===== config.mk =====
export PLATFORM = sky130hd
export DESIGN_NAME = note_tone_gen_flat
export DESIGN_NICKNAME = d
export VERILOG_FILES = /design/src/rtl/note_tone_gen_if.sv /design/src/rtl/note_tone_gen.sv /design/src/flat_wrapper.sv
export SDC_FILE = /design/constraint.sdc
export NUM_CORES = 1
export LEC_CHECK = 0
export BUFFER_PORTS_ARGS = -buffer_cell sky130_fd_sc_hd__buf_2
export CAP_MARGIN = 10
export CORE_MARGIN = 5
export CORE_UTILIZATION = 60
export CTS_CLUSTER_SIZE = 24
export DETAILED_ROUTE_END_ITERATION = 10
export PLACE_DENSITY = 0.81
export SLEW_MARGIN = 30
export SYNTH_ARGS = -nofsm -noshare
export SYNTH_HDL_FRONTEND = slang
export SYNTH_SLANG_ARGS = --single-unit

===== constraint.sdc =====
create_clock -name s_clk -period 3.8 [get_ports s_clk]
set_clock_uncertainty 0.1 [all_clocks]
set_input_delay 0 -clock s_clk [delete_from_list [all_inputs] [get_ports s_clk]]
set_output_delay 0 -clock s_clk [all_outputs]
set_load 0.03 [all_outputs]

===== src/rtl/note_tone_gen_if.sv =====
// Note-request / buzzer bundle between the ranging stage, the tone generator and the board pin.
interface note_tone_gen_if;
    logic [9:0] note;
    logic       enable;
    logic       buzzer;
    logic [9:0] note_active;
    logic       playing;

    modport master (output note, enable, input buzzer, note_active, playing);
    modport slave  (input note, enable, output buzzer, note_active, playing);
endinterface


===== src/rtl/note_tone_gen.sv =====
// Debounces the one-hot note request at the sample rate and drives a 50 % duty
// square wave on the buzzer at the pitch of the accepted note.
module note_tone_gen #(
    parameter int SAMPLE_DIV = 1250000,
    parameter int STABLE_CNT = 4,
    parameter int TONE_SHIFT = 0
) (
    input  logic           s_clk,
    input  logic           s_rst_n,
    note_tone_gen_if.slave bus
);
    localparam int SW = (SAMPLE_DIV > 1) ? $clog2(SAMPLE_DIV) : 1;
    localparam logic [3:0] STAB = 4'(STABLE_CNT);
    localparam logic [17:0] HP_TABLE [10] = '{
        18'd191110, 18'd170265, 18'd151685, 18'd143172, 18'd127551,
        18'd113636, 18'd101239, 18'd95557,  18'd85131,  18'd75844
    };

    typedef enum logic {SILENT, TONE} state_t;

    logic [SW-1:0] samp_cnt_q, samp_cnt_d;
    logic          samp_tick;
    logic [9:0]    samp_note;
    logic [9:0]    cand_q, cand_d;
    logic [3:0]    stab_q, stab_d;
    logic [9:0]    note_active_q, note_active_d;
    logic [17:0]   half_per;
    state_t        state_q, state_d;
    logic [17:0]   tone_cnt_q, tone_cnt_d;
    logic          buzzer_q, buzzer_d;
    logic          playing_q, playing_d;

    always_comb begin
        samp_tick  = (samp_cnt_q == SW'(SAMPLE_DIV - 1));
        samp_cnt_d = samp_tick ? '0 : samp_cnt_q + 1'b1;
        // Multi-bit codes are sensor garbage; treat them as a request for silence.
        samp_note  = $onehot0(bus.note) ? bus.note : '0;
    end

    always_comb begin
        cand_d        = cand_q;
        stab_d        = stab_q;
        note_active_d = note_active_q;
        if (samp_tick) begin
            if (samp_note == cand_q) begin
                if (stab_q != STAB) stab_d = stab_q + 4'd1;
            end else begin
                cand_d = samp_note;
                stab_d = 4'd1;
            end
            if (stab_d == STAB && cand_d != note_active_q) note_active_d = cand_d;
        end
    end

    always_comb begin
        half_per = '0;
        for (int i = 0; i < 10; i++)
            if (note_active_q[i]) half_per = HP_TABLE[i] >> TONE_SHIFT;
    end

    always_comb begin
        state_d    = state_q;
        tone_cnt_d = tone_cnt_q;
        buzzer_d   = buzzer_q;
        playing_d  = bus.enable & (|note_active_q);
        case (state_q)
            SILENT: begin
                tone_cnt_d = '0;
                buzzer_d   = 1'b0;
                if (bus.enable && note_active_q != '0) state_d = TONE;
            end
            TONE: begin
                if (!bus.enable || note_active_q == '0) begin
                    state_d    = SILENT;
                    tone_cnt_d = '0;
                    buzzer_d   = 1'b0;
                end else if (note_active_d != note_active_q && note_active_d != '0) begin
                    // Restart lands on the same edge that loads the new note.
                    tone_cnt_d = '0;
                    buzzer_d   = 1'b0;
                end else if (tone_cnt_q == half_per - 18'd1) begin
                    tone_cnt_d = '0;
                    buzzer_d   = ~buzzer_q;
                end else begin
                    tone_cnt_d = tone_cnt_q + 18'd1;
                end
            end
            default: state_d = SILENT;
        endcase
    end

    always_ff @(posedge s_clk or negedge s_rst_n) begin
        if (!s_rst_n) begin
            samp_cnt_q    <= '0;
            cand_q        <= '0;
            stab_q        <= '0;
            note_active_q <= '0;
            state_q       <= SILENT;
            tone_cnt_q    <= '0;
            buzzer_q      <= 1'b0;
            playing_q     <= 1'b0;
        end else begin
            samp_cnt_q    <= samp_cnt_d;
            cand_q        <= cand_d;
            stab_q        <= stab_d;
            note_active_q <= note_active_d;
            state_q       <= state_d;
            tone_cnt_q    <= tone_cnt_d;
            buzzer_q      <= buzzer_d;
            playing_q     <= playing_d;
        end
    end

    assign bus.buzzer      = buzzer_q;
    assign bus.note_active = note_active_q;
    assign bus.playing     = playing_q;
endmodule


===== src/flat_wrapper.sv =====
// flat-port wrapper written by rule: the top's interface ports become plain ports
module note_tone_gen_flat 
#(
    parameter int SAMPLE_DIV = 1250000,
    parameter int STABLE_CNT = 4,
    parameter int TONE_SHIFT = 0
)
  (s_clk, s_rst_n, bus_note, bus_enable, bus_buzzer, bus_note_active, bus_playing);
  note_tone_gen_if bus_i ();
  input  logic s_clk;
  input  logic s_rst_n;
  input wire logic [$bits(bus_i.note)-1:0] bus_note;
  input wire logic [$bits(bus_i.enable)-1:0] bus_enable;
  output wire logic [$bits(bus_i.buzzer)-1:0] bus_buzzer;
  output wire logic [$bits(bus_i.note_active)-1:0] bus_note_active;
  output wire logic [$bits(bus_i.playing)-1:0] bus_playing;
  assign bus_i.note = bus_note;
  assign bus_i.enable = bus_enable;
  assign bus_buzzer = bus_i.buzzer;
  assign bus_note_active = bus_i.note_active;
  assign bus_playing = bus_i.playing;
  note_tone_gen #(.SAMPLE_DIV(SAMPLE_DIV), .STABLE_CNT(STABLE_CNT), .TONE_SHIFT(TONE_SHIFT)) u_core (.s_clk(s_clk), .s_rst_n(s_rst_n), .bus(bus_i));
endmodule

# == Yosys cells after proc, flatten, opt, wreduce, memory -nomap -nowiden ==
# Cells that the tools add are included.
# classes
addsub,13
n_lt_le_gt_ge,1
n_eq_ne,8
n_mux,30
n_bitwise,3
n_reduce_logical,9
# ops
operator,count
two-way mux 18 bit,13
two-way mux 10 bit,5
case mux 18 bit (2 select lines),1
"adder 21 x 1 -> 21 bit, second input constant",1
"== test 21 bit, second input constant",1
two-way mux 21 bit,1
!= test 10 bit,2
nonzero test 10 bit,2
"adder 18 x 1 -> 18 bit, second input constant",1
== test 18 bit,1
"subtractor 18 x 1 -> 18 bit, second input constant",1
adder 4 bit,4
two-way mux 4 bit,3
adder 1 x 1 -> 2 bit,5
== test 10 bit,1
zero test 10 bit,1
OR reduction 10 bit,1
two-way mux 1 bit,5
"adder 4 x 1 -> 4 bit, second input constant",1
"== test 4 x 3 -> 1 bit, second input constant",1
"less-or-equal comparator 4 x 1 -> 1 bit, second input constant",1
"!= test 4 x 3 -> 1 bit, second input constant",1
"!= test 4 bit, second input constant",1
case mux 1 bit (2 select lines),2
other kinds (5),8
# word_totals
register_bits,66
in_bits,13
elab_cells,72

# == Logic depth before layout (Yosys ltp) ==
# Gate-level depths: netlist (run 1).
# logic_depth
ltp_word,18
depth_mapped,16
mapped_depth_nobuf,14

# == Worst setup path before layout (run 1) ==
# Ideal clock, no wire load.
# synth_path
path_kind,input to register
start,in bus_note[8]
end,reg u_core.tone_cnt_q[1]
arrival_time_ps,4178
required_ps,3565
path_slack_ps,-613
stages,16
path_buffers,2
cell_sequence,ha_1 inv_1 fa_1 fa_1 fa_1 fa_1 nor4bb_1 a31oi_1 buf_2 nor2_1 o22ai_1 nor4_4 o21ai_2 o211ai_2 buf_6 nor3b_1
# synth_via
elab_chain_len,16
elab_cells_between_ends,20
cone_classes,add/sub (2); order compare (1); eq/ne (4); mux (10); reduce/logical (3)
# synth_lines
element,line_no,source
"start, declared",flat_wrapper.sv:12,input wire logic [$bits(bus_i.note)-1:0] bus_note;
adder 1 x 1 -> 2 bit (not written as such),note_tone_gen.sv:37,samp_note = $onehot0(bus.note) ? bus.note : '0;
adder 4 bit (not written as such),note_tone_gen.sv:37,
less-or-equal comparator 4 x 1 -> 1 bit (not written as such),note_tone_gen.sv:37,
two-way mux 10 bit (*),note_tone_gen.sv:37,
== test 10 bit,note_tone_gen.sv:45,if (samp_note == cand_q) begin
two-way mux 10 bit or two-way mux 4 bit (tied branches),note_tone_gen.sv:45,
two-way mux 10 bit or two-way mux 4 bit (tied branches),note_tone_gen.sv:44,if (samp_tick) begin
!= test 10 bit or == test 4 x 3 -> 1 bit (tied branches),note_tone_gen.sv:51,if (stab_d == STAB && cand_d != note_active_q) note_active_d = cand_d;
logical AND 1 bit,note_tone_gen.sv:51,
two-way mux 10 bit (*),note_tone_gen.sv:51,
two-way mux 10 bit (*),note_tone_gen.sv:44,
!= test 10 bit or nonzero test 10 bit (tied branches),note_tone_gen.sv:77,end else if (note_active_d != note_active_q && note_active_d != '0) begin
logical AND 1 bit (*),note_tone_gen.sv:77,
two-way mux 18 bit (*),note_tone_gen.sv:77,
two-way mux 18 bit (*),note_tone_gen.sv:73,if (!bus.enable || note_active_q == '0) begin
case mux 18 bit (2 select lines) (*),note_tone_gen.sv:66,case (state_q)
via u_core.tone_cnt_d[1],note_tone_gen.sv:29,"logic [17:0] tone_cnt_q, tone_cnt_d;"
"end signal, assigned",note_tone_gen.sv:108,tone_cnt_q <= tone_cnt_d;
"end, declared",note_tone_gen.sv:29,
# The timed path passes the listed nets; every way through them passes the cells marked *. The select of a mux whose other input is x is not followed.
# A chain may end at the register's enable or synchronous reset.

# == Final worst setup path (run 1) ==
# layout_path
start,in bus_note[8]
end,"reg u_core.note_active_q[6], in the netlist u_core.bus.note_active[6]"
# layout_via
elab_chain_len,11
elab_cells_between_ends,14
cone_classes,add/sub (2); order compare (1); eq/ne (3); mux (7); reduce/logical (1)
# layout_lines
element,line_no,source
adder 1 x 1 -> 2 bit (not written as such),note_tone_gen.sv:37,
adder 4 bit (not written as such),note_tone_gen.sv:37,
less-or-equal comparator 4 x 1 -> 1 bit (not written as such),note_tone_gen.sv:37,
two-way mux 10 bit (*),note_tone_gen.sv:37,
== test 10 bit,note_tone_gen.sv:45,
two-way mux 10 bit or two-way mux 4 bit (tied branches),note_tone_gen.sv:45,
two-way mux 10 bit or two-way mux 4 bit (tied branches),note_tone_gen.sv:44,
!= test 10 bit or == test 4 x 3 -> 1 bit (tied branches),note_tone_gen.sv:51,
logical AND 1 bit,note_tone_gen.sv:51,
two-way mux 10 bit (*),note_tone_gen.sv:51,
two-way mux 10 bit (*),note_tone_gen.sv:44,
via u_core.note_active_d[6],note_tone_gen.sv:26,"logic [9:0] note_active_q, note_active_d;"
"end signal, assigned",note_tone_gen.sv:106,note_active_q <= note_active_d;
"end, declared",note_tone_gen.sv:26,
# Marks and branches as above.

==> results of run 1 <==
-- Yosys cell counts, types with 6 or more instances --
| cell | number | area, um^2 |
|---|---|---|
| a21oi_1 | 10 | 50.05 |
| clkbuf_1 | 7 | 26.28 |
| dfrtp_1 | 66 | 1652 |
| nand3_1 | 28 | 140.1 |
| a31oi_1 | 10 | 62.56 |
| o21ai_0 | 18 | 90.09 |
| nor3_1 | 28 | 140.1 |
| inv_1 | 23 | 86.33 |
| and2_1 | 12 | 75.07 |
| fa_1 | 6 | 120.1 |
| nor4bb_1 | 7 | 70.07 |
| mux2_2 | 9 | 101.4 |
| ha_1 | 12 | 150.1 |
| buf_2 | 6 | 30.03 |
| and3_1 | 15 | 93.84 |
| nor2_1 | 49 | 183.9 |
| xnor2_1 | 31 | 271.5 |
| xor2_1 | 27 | 236.5 |
| nand4_1 | 10 | 62.56 |
| nand2_1 | 52 | 195.2 |
-- layout make-up --
type                            instances  area share [%]
Sequential cell                        66           28.93
Tap cell                              102           2.236
Clock buffer                            9           2.170
Timing Repair Buffer                   67           8.965
Multi-Input combinational cell        415           53.99
Inverter                               23           1.512
Clock inverter                          7           2.192
-- per-stage QoR --
step	util [%]	instances
floorplan	-	525
global placement	67.02	657
detailed placement	67.02	657
CTS	73.44	687
global route	74.25	689
finish	74.25	689
-- per-layer routing --
metal	vias to the layer above	share of wire [%]	global-route usage (%)	wire length (um)
li1	1983	-	-	-
met1	2133	39	30.67	5015
met2	213	50	44.25	6412
met3	53	6.6	5.732	846
met4	0	4.4	10.40	561
met5	-	0	0	0
-- kinds of logic (layout without fill, tap and decap cells) --
family	Yosys count	after routing
DFF	66	66
muxes	10	10
adders and majority gates	18	18
AOI/OAI and AO/OA	79	80
buffers and inverters	45	106
xor gates and xnor gates	59	59
and+or+nand+nor	248	248
-- sequential cells by signal (all words and copies together) (netlist names) --
register	count
u_core.stab_q	4
u_core.state_q	1
u_core.samp_cnt_q	21
u_core.bus.note_active	10
u_core.bus.playing	1
u_core.bus.buzzer	1
u_core.tone_cnt_q	18
u_core.cand_q	10
-- power by group through the flow --
stage,Clock [uW],Combinational (uW),Sequential (uW)
5_1_grt,784,663,706
2_1_floorplan,0,294,721
6_report,734,625,706
3_3_place_gp,0,403,720
3_5_place_dp,0,421,720
4_1_cts,744,564,706
-- path summary, 6_finish.rpt --
| kind | startpoint | end | cells past startpoint | slack (ns) |
|---|---|---|---|---|
| setup / recovery | bus_note[8] | u_core.bus.note_active[6] | 16 | -0.21 |
| hold / removal | bus_note[9] | u_core.cand_q[9] | 5 | 0.12 |
| setup reg to reg | u_core.bus.note_active[1] | u_core.tone_cnt_q[5] | 15 | 0.27 |
| hold reg to reg | u_core.samp_cnt_q[18] | u_core.samp_cnt_q[18] | 1 | 0.40 |
| max in group asynchronous | s_rst_n | u_core.tone_cnt_q[13] | 3 | 2.64 |
| min in group asynchronous | s_rst_n | u_core.tone_cnt_q[7] | 3 | 0.26 |
-- worst max-delay path, stage by stage --
cell      delay (ns)
buf_8           0.10
ha_4            0.25
inv_2           0.03
fa_1            0.56
fa_1            0.45
fa_2            0.38
fa_2            0.44
nor4bb_4        0.17
buf_4           0.16
a31oi_4         0.30
nor2_2          0.09
o32ai_2         0.30
nand4_1         0.20
o21ai_4         0.23
buf_12          0.16
mux2_4          0.30
-- what timing repair did --
| item | 4_1_cts | 5_1_grt |
|---|---|---|
| endpoints found under the setup margin | 31 | 33 |
| endpoints found under the hold margin | 65 | 0 |
| pin swaps | 9 | 5 |
| cloned | 1 | 0 |
| hold buffers | 3 | 0 |
| resized for setup | 33 | 13 |
| setup buffers | 11 | 2 |
==> out/qor.log, run 1 <==
qor: run_status.outcome complete, but fails checks
qor: run_status.failed_checks negative setup slack
qor: power.power.share.combinational 30.3%
qor: floorplan.die_x 98.64 um
qor: logic_synthesis.ys_seq_elements 66
qor: logic_synthesis.adder_cell_fraction_of_synth_area 5.732%
qor: logic_synthesis.postSynth.asyncResetShare 100.0%
qor: final_layout.nets 613
qor: floorplan.ios 25
qor: logic_synthesis.synthSimpleGateAreaFrac 29.01%
qor: worst_setup_path.critPathRequiredTime 3.94 ns
qor: clock_network.worst_skew_pair.late_latency 0.36 ns
qor: routing.viasPerCell 6.360
qor: clock_network.htree_num_levels 3
qor: logic_synthesis.avg_synthesized_cell_area 8.980 um^2
qor: timing.whs 0.1166 ns
qor: logic_synthesis.post_synth_xor_area_fraction 11.12%
qor: floorplan.core_region_area 0.007687 mm^2
qor: final_layout.insertedDiodeCount 0
qor: floorplan.chipHeight 98.64 um
qor: clock_network.clk_transition_reported_paths 0.07 ns
qor: logic_synthesis.synth_top_family_by_area simple AND/OR/NAND/NOR gates
qor: routing.wl 12840 um
qor: timing.timing_hold_violations_final 0
qor: routing.total_via_count_in_the_routed_design 4382
qor: timing.worst_pin_slew 0.6927 ns
qor: logic_synthesis.synth.distinct_cells 76
qor: final_layout.filler_cell_count 540
qor: routing.ant_nets 0
qor: timing.fmax 0.2496 GHz
qor: global_route.initial_antenna_violation_count 0
qor: global_route.grt_pass1_vias 4268
qor: logic_synthesis.dominantRegCellSynth dfrtp_1
qor: floorplan.die_area 0.009730 mm^2
qor: final_layout.layout.cells.most_common dfrtp_1
qor: floorplan.rows 32
qor: worst_setup_path.cp-end-kind register
qor: min_path.holdCritPathClass input pin to register
qor: logic_synthesis.fraction_of_the_mapped_netlist_area_in_compound_gates 11.60%
qor: worst_setup_path.worstSetupPathType input pin to register
qor: routing.post_route_drc 0
qor: power.cellPowerDensity 361.8 mW/mm^2
qor: place.dp_worst_setup_slack -0.5200 ns
qor: timing.finish_stage_setup_viols 33
qor: logic_synthesis.synth_fp_nets 556
qor: clock_network.clock_tree.buffer_depth 2
qor: floorplan.initial_utilization 61.33%
qor: global_route.grt_pass1_wl 20150 um
qor: routing.drt-initial-drc-count 388
qor: final_layout.final_layout_size_suffix_gt1_share 23.68%
qor: power.pwr-share-clk 35.6%
qor: timing.maxSlewViolCount 0
qor: timing.timing.setup.tns -5.352 ns
qor: place.place.gp.congestion 0.9481
qor: final_layout.layout_common_cells dfrtp_1, nand2_1, nor2_1
qor: timing.setup_slack -0.2062 ns
qor: global_route.globalRoute.totalOverflow 0
qor: worst_setup_path.critPathLaunchType input pin
qor: final_layout.ff_latch_area 0.001652 mm^2
qor: worst_setup_path.cp_data_arrival_time 4.14 ns
qor: clock_network.clockRootBuffer clkbuf_8
qor: routing.route.detailed.wl_per_inst 18.63 um
qor: routing.drt-pass1-iter-count 5
qor: clock_network.numCtsBuffers 9
qor: power.seqPwrFrac 34.2%
qor: logic_synthesis.muxShareOfSynthArea 2.362%
qor: place.port-buffer-count 24
qor: final_layout.final_design_area_no_fill 0.005708 mm^2
qor: clock_network.clock_sinks 66
qor: power.switchingPower 636.2 uW
qor: timing.setup_repair_after_global_routing_missed_its_margin yes
qor: worst_setup_path.timing.critical_path.fanout_max 7
qor: place.placement.cell_area 0.005152 mm^2
qor: logic_synthesis.number_of_enable_type_register_cells_in_the_synthesized_netlist 0
qor: logic_synthesis.synth_sequential_area_ratio 35.03%
qor: power.netSwitchingFraction 30.81%
qor: final_layout.synthToLayoutAreaGrowth 21.07%
qor: logic_synthesis.yosysWarnings 0
qor: timing.relSlewSlack 53.82%
qor: logic_synthesis.synthesis.area 0.004715 mm^2
qor: final_layout.multi_input_logic_area 0.003082 mm^2
qor: logic_synthesis.synthCells 525
qor: timing.min_period 4.006 ns
qor: timing.fin_crit_sh 105.4%
qor: power.p_total 2065 uW
qor: clock_network.tritoncts built
qor: global_route.grt_max_degree 56
qor: global_route.globalRouteTotalUtil 25.52%
qor: place.post-dp-hpwl 8484 um
qor: power.internal_power 1429 uW
qor: run.maxCapViolCount 0
qor: power.max-vdd-ir-drop 453.6 uV
qor: power.power.static_leakage 0.002521 uW
Power figures use the tool's default switching activity.
==> run 2, diff against run 1 <==
--- a/config.mk
+++ b/config.mk
@@ -7,6 +7,7 @@
 export LEC_CHECK = 0
 export BUFFER_PORTS_ARGS = -buffer_cell sky130_fd_sc_hd__buf_2
 export CAP_MARGIN = 10
+export CORE_ASPECT_RATIO = 1.1
 export CORE_MARGIN = 5
 export CORE_UTILIZATION = 60
 export CTS_CLUSTER_SIZE = 24
==> out/qor.log, run 2 (synthesized netlist as in run 1, its figures left out) <==
qor: run_status.outcome complete, but fails checks
qor: run_status.failed_checks negative setup slack
qor: worst_setup_path.crit_path_top_delay_cell fa_1
qor: timing.relSlewSlack 43.81%
qor: timing.timing_hold_violations_final 0
qor: clock_network.cts.repair_timing.setup_buffer_count 0
qor: worst_setup_path.max_stage_delay 0.54 ns
qor: routing.viasPerCell 6.120
qor: power.max-vdd-ir-drop 285.4 uV
qor: final_layout.layout_common_cells dfrtp_1, nand2_1, nor2_1
qor: final_layout.synthToLayoutAreaGrowth 18.13%
qor: floorplan.initial_utilization 60.56%
qor: routing.total_via_count_in_the_routed_design 4180
qor: routing.drt-initial-drc-count 313
qor: routing.post_route_drc 0
qor: worst_setup_path.r2r_slack 0.56 ns
qor: global_route.grt_pass1_wl 19820 um
qor: power.cellPowerDensity 357.3 mW/mm^2
qor: clock_network.htree_num_levels 3
qor: worst_setup_path.cp-end-kind register
qor: worst_setup_path.worstSetupPathType input pin to register
qor: floorplan.chipHeight 103.0 um
qor: floorplan.rows 34
qor: timing.maxSlewViolCount 0
qor: clock_network.clockRootBuffer clkbuf_8
qor: routing.wl 11980 um
qor: worst_setup_path.crit_chain buf_8, ha_4, inv_4, fa_1, fa_1, fa_2, fa_1, nor4bb_4, a31o_4, nand2_1, a22o_1, nor4_4, o21ai_4, o211ai_4, buf_12, nor3_1
qor: place.post-dp-hpwl 8601 um
qor: place.placement.cell_area 0.005147 mm^2
qor: clock_network.numCtsBuffers 9
qor: power.power.static_leakage 0.002442 uW
qor: global_route.globalRoute.totalOverflow 0
qor: timing.setup_slack -0.1000 ns
qor: worst_setup_path.timing.critical_path.fanout_max 19
qor: timing.finish_stage_setup_viols 30
qor: final_layout.filler_cell_count 548
qor: routing.route.detailed.wl_per_inst 17.55 um
qor: power.p_total 1990 uW
qor: routing.ant_nets 0
qor: clock_network.worst_skew_pair.late_latency 0.36 ns
qor: worst_setup_path.crit-reg2reg-launch u_core.bus.note_active[2]
qor: place.place.gp.congestion 0.9402
qor: min_path.holdCritPathClass input pin to register
qor: floorplan.die_area 0.009732 mm^2
qor: final_layout.max_flop_register u_core.samp_cnt_q
qor: timing.fin_crit_sh 102.6%
qor: worst_setup_path.cp_data_arrival_time 4.04 ns
qor: clock_network.clock_tree.buffer_depth 2
qor: timing.fmax 0.2564 GHz
qor: final_layout.top_regs u_core.samp_cnt_q (21), u_core.tone_cnt_q (18)
qor: final_layout.max_ffs_per_register 21
qor: run.maxCapViolCount 0
qor: clock_network.tritoncts built
qor: global_route.initial_antenna_violation_count 0
qor: timing.setup_repair_after_global_routing_missed_its_margin yes
qor: min_path.whs_path_depth 5
qor: worst_setup_path.critPathRequiredTime 3.94 ns
qor: final_layout.layout.cells.most_common dfrtp_1
qor: clock_network.clk_transition_reported_paths 0.08 ns
qor: worst_setup_path.cells_on_worst_reg2reg_path 14
qor: worst_setup_path.crit_path_frequent_cell fa_1
qor: worst_setup_path.critPathLaunchType input pin
qor: routing.drt-pass1-iter-count 5
qor: global_route.globalRouteTotalUtil 26.04%
qor: floorplan.die_x 94.52 um
qor: global_route.grt_max_degree 36
qor: worst_setup_path.worstReg2RegEnd u_core.bus.buzzer
qor: floorplan.ios 25
qor: place.port-buffer-count 24
qor: timing.min_period 3.900 ns
qor: place.dp_worst_setup_slack -0.4370 ns
qor: final_layout.nets 601
qor: global_route.grt_pass1_vias 4178
qor: clock_network.clock_sinks 66
qor: timing.worst_pin_slew 0.8429 ns
qor: min_path.holdCritStartpoint bus_note[9]
qor: min_path.hold_path_end u_core.cand_q[9]
qor: final_layout.final_layout_size_suffix_gt1_share 21.39%
qor: floorplan.core_region_area 0.007785 mm^2
qor: final_layout.final_design_area_no_fill 0.005569 mm^2
qor: final_layout.insertedDiodeCount 0
[run 2: changes by cell type in the layout (fill, tap and decap cells not counted), sizes merged]
cell,delta
clkinvlp,+1
buf,-12
clkinv,-2
inv,+1
[run 2: worst max path at each step]
stage                start                   endpoint  cells past startpoint
3_5_place_dp   bus_note[6]  u_core.bus.note_active[0]                     15
3_3_place_gp   bus_note[9]      u_core.tone_cnt_q[10]                     16
6_report       bus_note[9]      u_core.tone_cnt_q[14]                     16
5_1_grt        bus_note[9]       u_core.tone_cnt_q[6]                     16
4_1_cts        bus_note[6]           u_core.stab_q[0]                     15
2_1_floorplan  bus_note[9]       u_core.tone_cnt_q[1]                     15
[run 2: what timing repair did]
action / CTS / global route
hold endpoints to repair: 37 / 0
cloned: 0 / 1
resized for setup: 1 / 29
endpoints found under the setup margin: 30 / 33
hold buffers: 3 / 0
pin swaps: 0 / 9
[run 2: power breakdown]
group | switching, uW | total [uW] | internal (uW)
combinational | 303 | 544 | 242
clock | 298 | 739 | 441
sequential | 2.48 | 706 | 704
total | 603 | 1990 | 1390
[run 2: final cells by class]
type / count / area, um^2 / area share (%)
clock buffers: 9 / 123.9 / 2.224
inverters: 23 / 88.84 / 1.595
repair buffers: 55 / 400.4 / 7.189
multi-input cells: 415 / 3045 / 54.68
well taps: 108 / 135.1 / 2.426
clock inverters: 7 / 123.9 / 2.224
flip-flops and latches: 66 / 1652 / 29.66
[run 2: worst max-delay path, delay by kind of cell]
kind,cells,cell delay (ns)
AO/OA/AOI/OAI,4,0.79
adder cells (fa/ha/maj),5,2.10
buffers and inverters,3,0.30
AND/OR/NAND/NOR,4,0.83
[run 2: through the flow]
step           utilization, %  hold WS (ns)  cells  TNS, ns
2_1_floorplan               -       -0.3956    525   -3.800
3_3_place_gp            66.12       0.03894    663   -9.093
3_5_place_dp            66.12       0.05345    663   -13.26
4_1_cts                 69.78       0.05141    682  -0.8141
5_1_grt                 71.54       0.08771    683   -7.234
6_report                71.54       0.05566    683   -2.422
[run 2: layer usage]
metal / vias to the layer above / share of wire (%) / routed length [um] / global-route usage [%]
met2: 137 / 52 / 6225 / 46.89
met4: 0 / 3.5 / 416 / 13.65
li1: 1957 / - / - / -
met1: 2045 / 40 / 4780 / 29.80
met5: - / 0 / 0 / 0
met3: 41 / 4.7 / 561 / 4.088
==> run 3, diff against run 2 <==
--- a/config.mk
+++ b/config.mk
@@ -13,6 +13,7 @@
 export CTS_CLUSTER_SIZE = 24
 export DETAILED_ROUTE_END_ITERATION = 10
 export PLACE_DENSITY = 0.81
+export RECOVER_POWER = 50
 export SLEW_MARGIN = 30
 export SYNTH_ARGS = -nofsm -noshare
 export SYNTH_HDL_FRONTEND = slang
==> out/qor.log, run 3 (synthesized netlist as in run 1, its figures left out) <==
qor: global_route.globalRoute.totalOverflow 0
qor: global_route.grt_max_degree 36
qor: timing.maxSlewViolCount 36
qor: place.post-dp-hpwl 8601 um
qor: clock_network.clk_transition_reported_paths 0.08 ns
qor: floorplan.chipHeight 103.0 um
qor: routing.total_via_count_in_the_routed_design 4188
qor: final_layout.synthToLayoutAreaGrowth 17.70%
qor: timing.finish_stage_setup_viols 30
qor: power.pwr-share-clk 37.1%
qor: global_route.grt_pass1_vias 4178
qor: clock_network.clock_tree.buffer_depth 2
qor: clock_network.clock_sinks 66
qor: final_layout.filler_cell_count 554
qor: final_layout.ff_latch_area 0.001652 mm^2
qor: timing.worst_pin_slew 2.027 ns
qor: final_layout.nets 601
qor: final_layout.max_ffs_per_register 21
qor: final_layout.max_flop_register u_core.samp_cnt_q
qor: worst_setup_path.cp_data_arrival_time 4.05 ns
qor: routing.viasPerCell 6.132
qor: routing.ant_nets 0
qor: global_route.initial_antenna_violation_count 0
qor: routing.route.detailed.wl_per_inst 17.61 um
qor: run_status.failed_checks max-capacitance violations, max-slew violations, negative setup slack
qor: worst_setup_path.r2r_slack 0.50 ns
qor: timing.relSlewSlack -35.14%
qor: floorplan.rows 34
qor: place.port-buffer-count 24
qor: power.seqPwrFrac 35.5%
qor: timing.fin_crit_sh 102.9%
qor: worst_setup_path.critPathRequiredTime 3.94 ns
qor: final_layout.final_layout_size_suffix_gt1_share 19.65%
qor: clock_network.clockRootBuffer clkbuf_8
qor: final_layout.layout.cells.most_common dfrtp_1
qor: min_path.holdCritPathClass input pin to register
qor: worst_setup_path.cells_on_worst_reg2reg_path 12
qor: power.cellPowerDensity 358.4 mW/mm^2
qor: clock_network.cts.repair_timing.setup_buffer_count 0
qor: power.power.static_leakage 0.002404 uW
qor: clock_network.numCtsBuffers 9
qor: floorplan.initial_utilization 60.56%
qor: timing.fmax 0.2558 GHz
qor: final_layout.multi_input_logic_area 0.003045 mm^2
qor: routing.drt-pass1-iter-count 8
qor: global_route.grt_pass1_wl 19820 um
qor: routing.post_route_drc 0
qor: floorplan.core_region_area 0.007785 mm^2
qor: power.internal_power 1386 uW
qor: timing.setup_repair_after_global_routing_missed_its_margin yes
qor: final_layout.layout_common_cells dfrtp_1, nand2_1, nor2_1
qor: min_path.whs_path_depth 5
qor: run.maxCapViolCount 1
qor: final_layout.top_regs u_core.samp_cnt_q (21), u_core.tone_cnt_q (18)
qor: routing.drt-initial-drc-count 308
qor: floorplan.die_x 94.52 um
qor: worst_setup_path.worstSetupPathType input pin to register
qor: timing.min_period 3.909 ns
qor: min_path.hold_path_end u_core.cand_q[9]
qor: timing.timing_hold_violations_final 0
qor: worst_setup_path.crit-reg2reg-launch u_core.bus.note_active[6]
qor: power.max-vdd-ir-drop 286.5 uV
qor: floorplan.die_area 0.009732 mm^2
qor: clock_network.tritoncts built
qor: power.switchingPower 602.4 uW
qor: min_path.holdCritStartpoint bus_note[9]
qor: final_layout.utilization 71.28%
qor: place.place.gp.congestion 0.9402
qor: floorplan.ios 25
qor: power.netSwitchingFraction 30.29%
qor: routing.wl 12030 um
qor: final_layout.insertedDiodeCount 0
qor: timing.setup_slack -0.1092 ns
qor: global_route.globalRouteTotalUtil 26.04%
qor: worst_setup_path.worstReg2RegEnd u_core.bus.buzzer
qor: worst_setup_path.cp-end-kind register
qor: worst_setup_path.critPathLaunchType input pin
qor: power.power.share.combinational 27.4%
qor: clock_network.worst_skew_pair.late_latency 0.35 ns
qor: worst_setup_path.timing.critical_path.fanout_max 8
qor: timing.whs 0.05650 ns
qor: clock_network.htree_num_levels 3
qor: run_status.outcome complete, but fails checks
-- run 3: cell count changes in the layout (fill, tap and decap cells not counted) --
cell	change
buf_4	-3
buf_2	-8
clkbuf_2	+1
clkbuf_1	+10
-- run 3: layer usage --
| metal | up-vias | track usage (%) | share of wire, % |
|---|---|---|---|
| met2 | 147 | 46.89 | 51 |
| met1 | 2045 | 29.80 | 40 |
| met5 | - | 0 | 0 |
| met3 | 42 | 4.088 | 4.8 |
| met4 | 0 | 13.65 | 3.8 |
| li1 | 1954 | - | - |
-- run 3: how the worst max path moves through the flow --
| stage | from | to | slack [ns] | cells past startpoint |
|---|---|---|---|---|
| 6_report | bus_note[9] | u_core.bus.note_active[4] | -0.11 | 15 |
| 5_1_grt | bus_note[9] | u_core.tone_cnt_q[6] | -0.26 | 16 |
| 4_1_cts | bus_note[6] | u_core.stab_q[0] | -0.05 | 15 |
| 3_5_place_dp | bus_note[6] | u_core.bus.note_active[0] | -0.44 | 15 |
| 3_3_place_gp | bus_note[9] | u_core.tone_cnt_q[10] | -0.30 | 16 |
| 2_1_floorplan | bus_note[9] | u_core.tone_cnt_q[1] | -0.24 | 15 |
-- run 3: through the flow --
step	total power [uW]	worst slack, ns	TNS, ns	area (um^2)	cells
after floorplan	1014	-0.2381	-3.800	4827	525
after global placement	1131	-0.3021	-9.093	5147	663
after detailed placement	1154	-0.4370	-13.26	5147	663
after CTS	1901	-0.04824	-0.8141	5433	682
after global routing	2068	-0.2610	-7.234	5549	683
final	1989	-0.1092	-2.683	5549	683
-- run 3: cell type report --
| class | count | area share [%] |
|---|---|---|
| Clock inverter | 7 | 2.232 |
| Timing Repair Buffer | 55 | 6.855 |
| Tap cell | 108 | 2.435 |
| Inverter | 23 | 1.601 |
| Sequential cell | 66 | 29.76 |
| Multi-Input combinational cell | 415 | 54.88 |
| Clock buffer | 9 | 2.232 |
-- run 3: critical path, cell delays in order --
cell and delay, ns:
buf_8 0.10, ha_4 0.26, inv_4 0.03, fa_1 0.54, fa_1 0.43, fa_2 0.36
fa_1 0.51, nor4bb_4 0.41, a31o_4 0.24, nand2_1 0.10, a22o_1 0.22, nor4_4 0.26
o21ai_4 0.13, buf_6 0.15, mux2_4 0.28
-- run 3: timing repair --
item | in CTS | in global routing
resized for setup | 1 | 29
hold buffers | 3 | 0
pin swaps | 0 | 9
gates cloned | 0 | 1
endpoints found under the setup margin | 30 | 33
hold endpoints to repair | 37 | 0
-- run 3: power groups by stage --
| stage | logic [uW] | clock network (uW) | registers (uW) |
|---|---|---|---|
| floorplan | 294 | 0 | 721 |
| global placement | 411 | 0 | 720 |
| detailed placement | 434 | 0 | 720 |
| CTS | 446 | 749 | 706 |
| global route | 583 | 779 | 706 |
| finish | 545 | 737 | 706 |
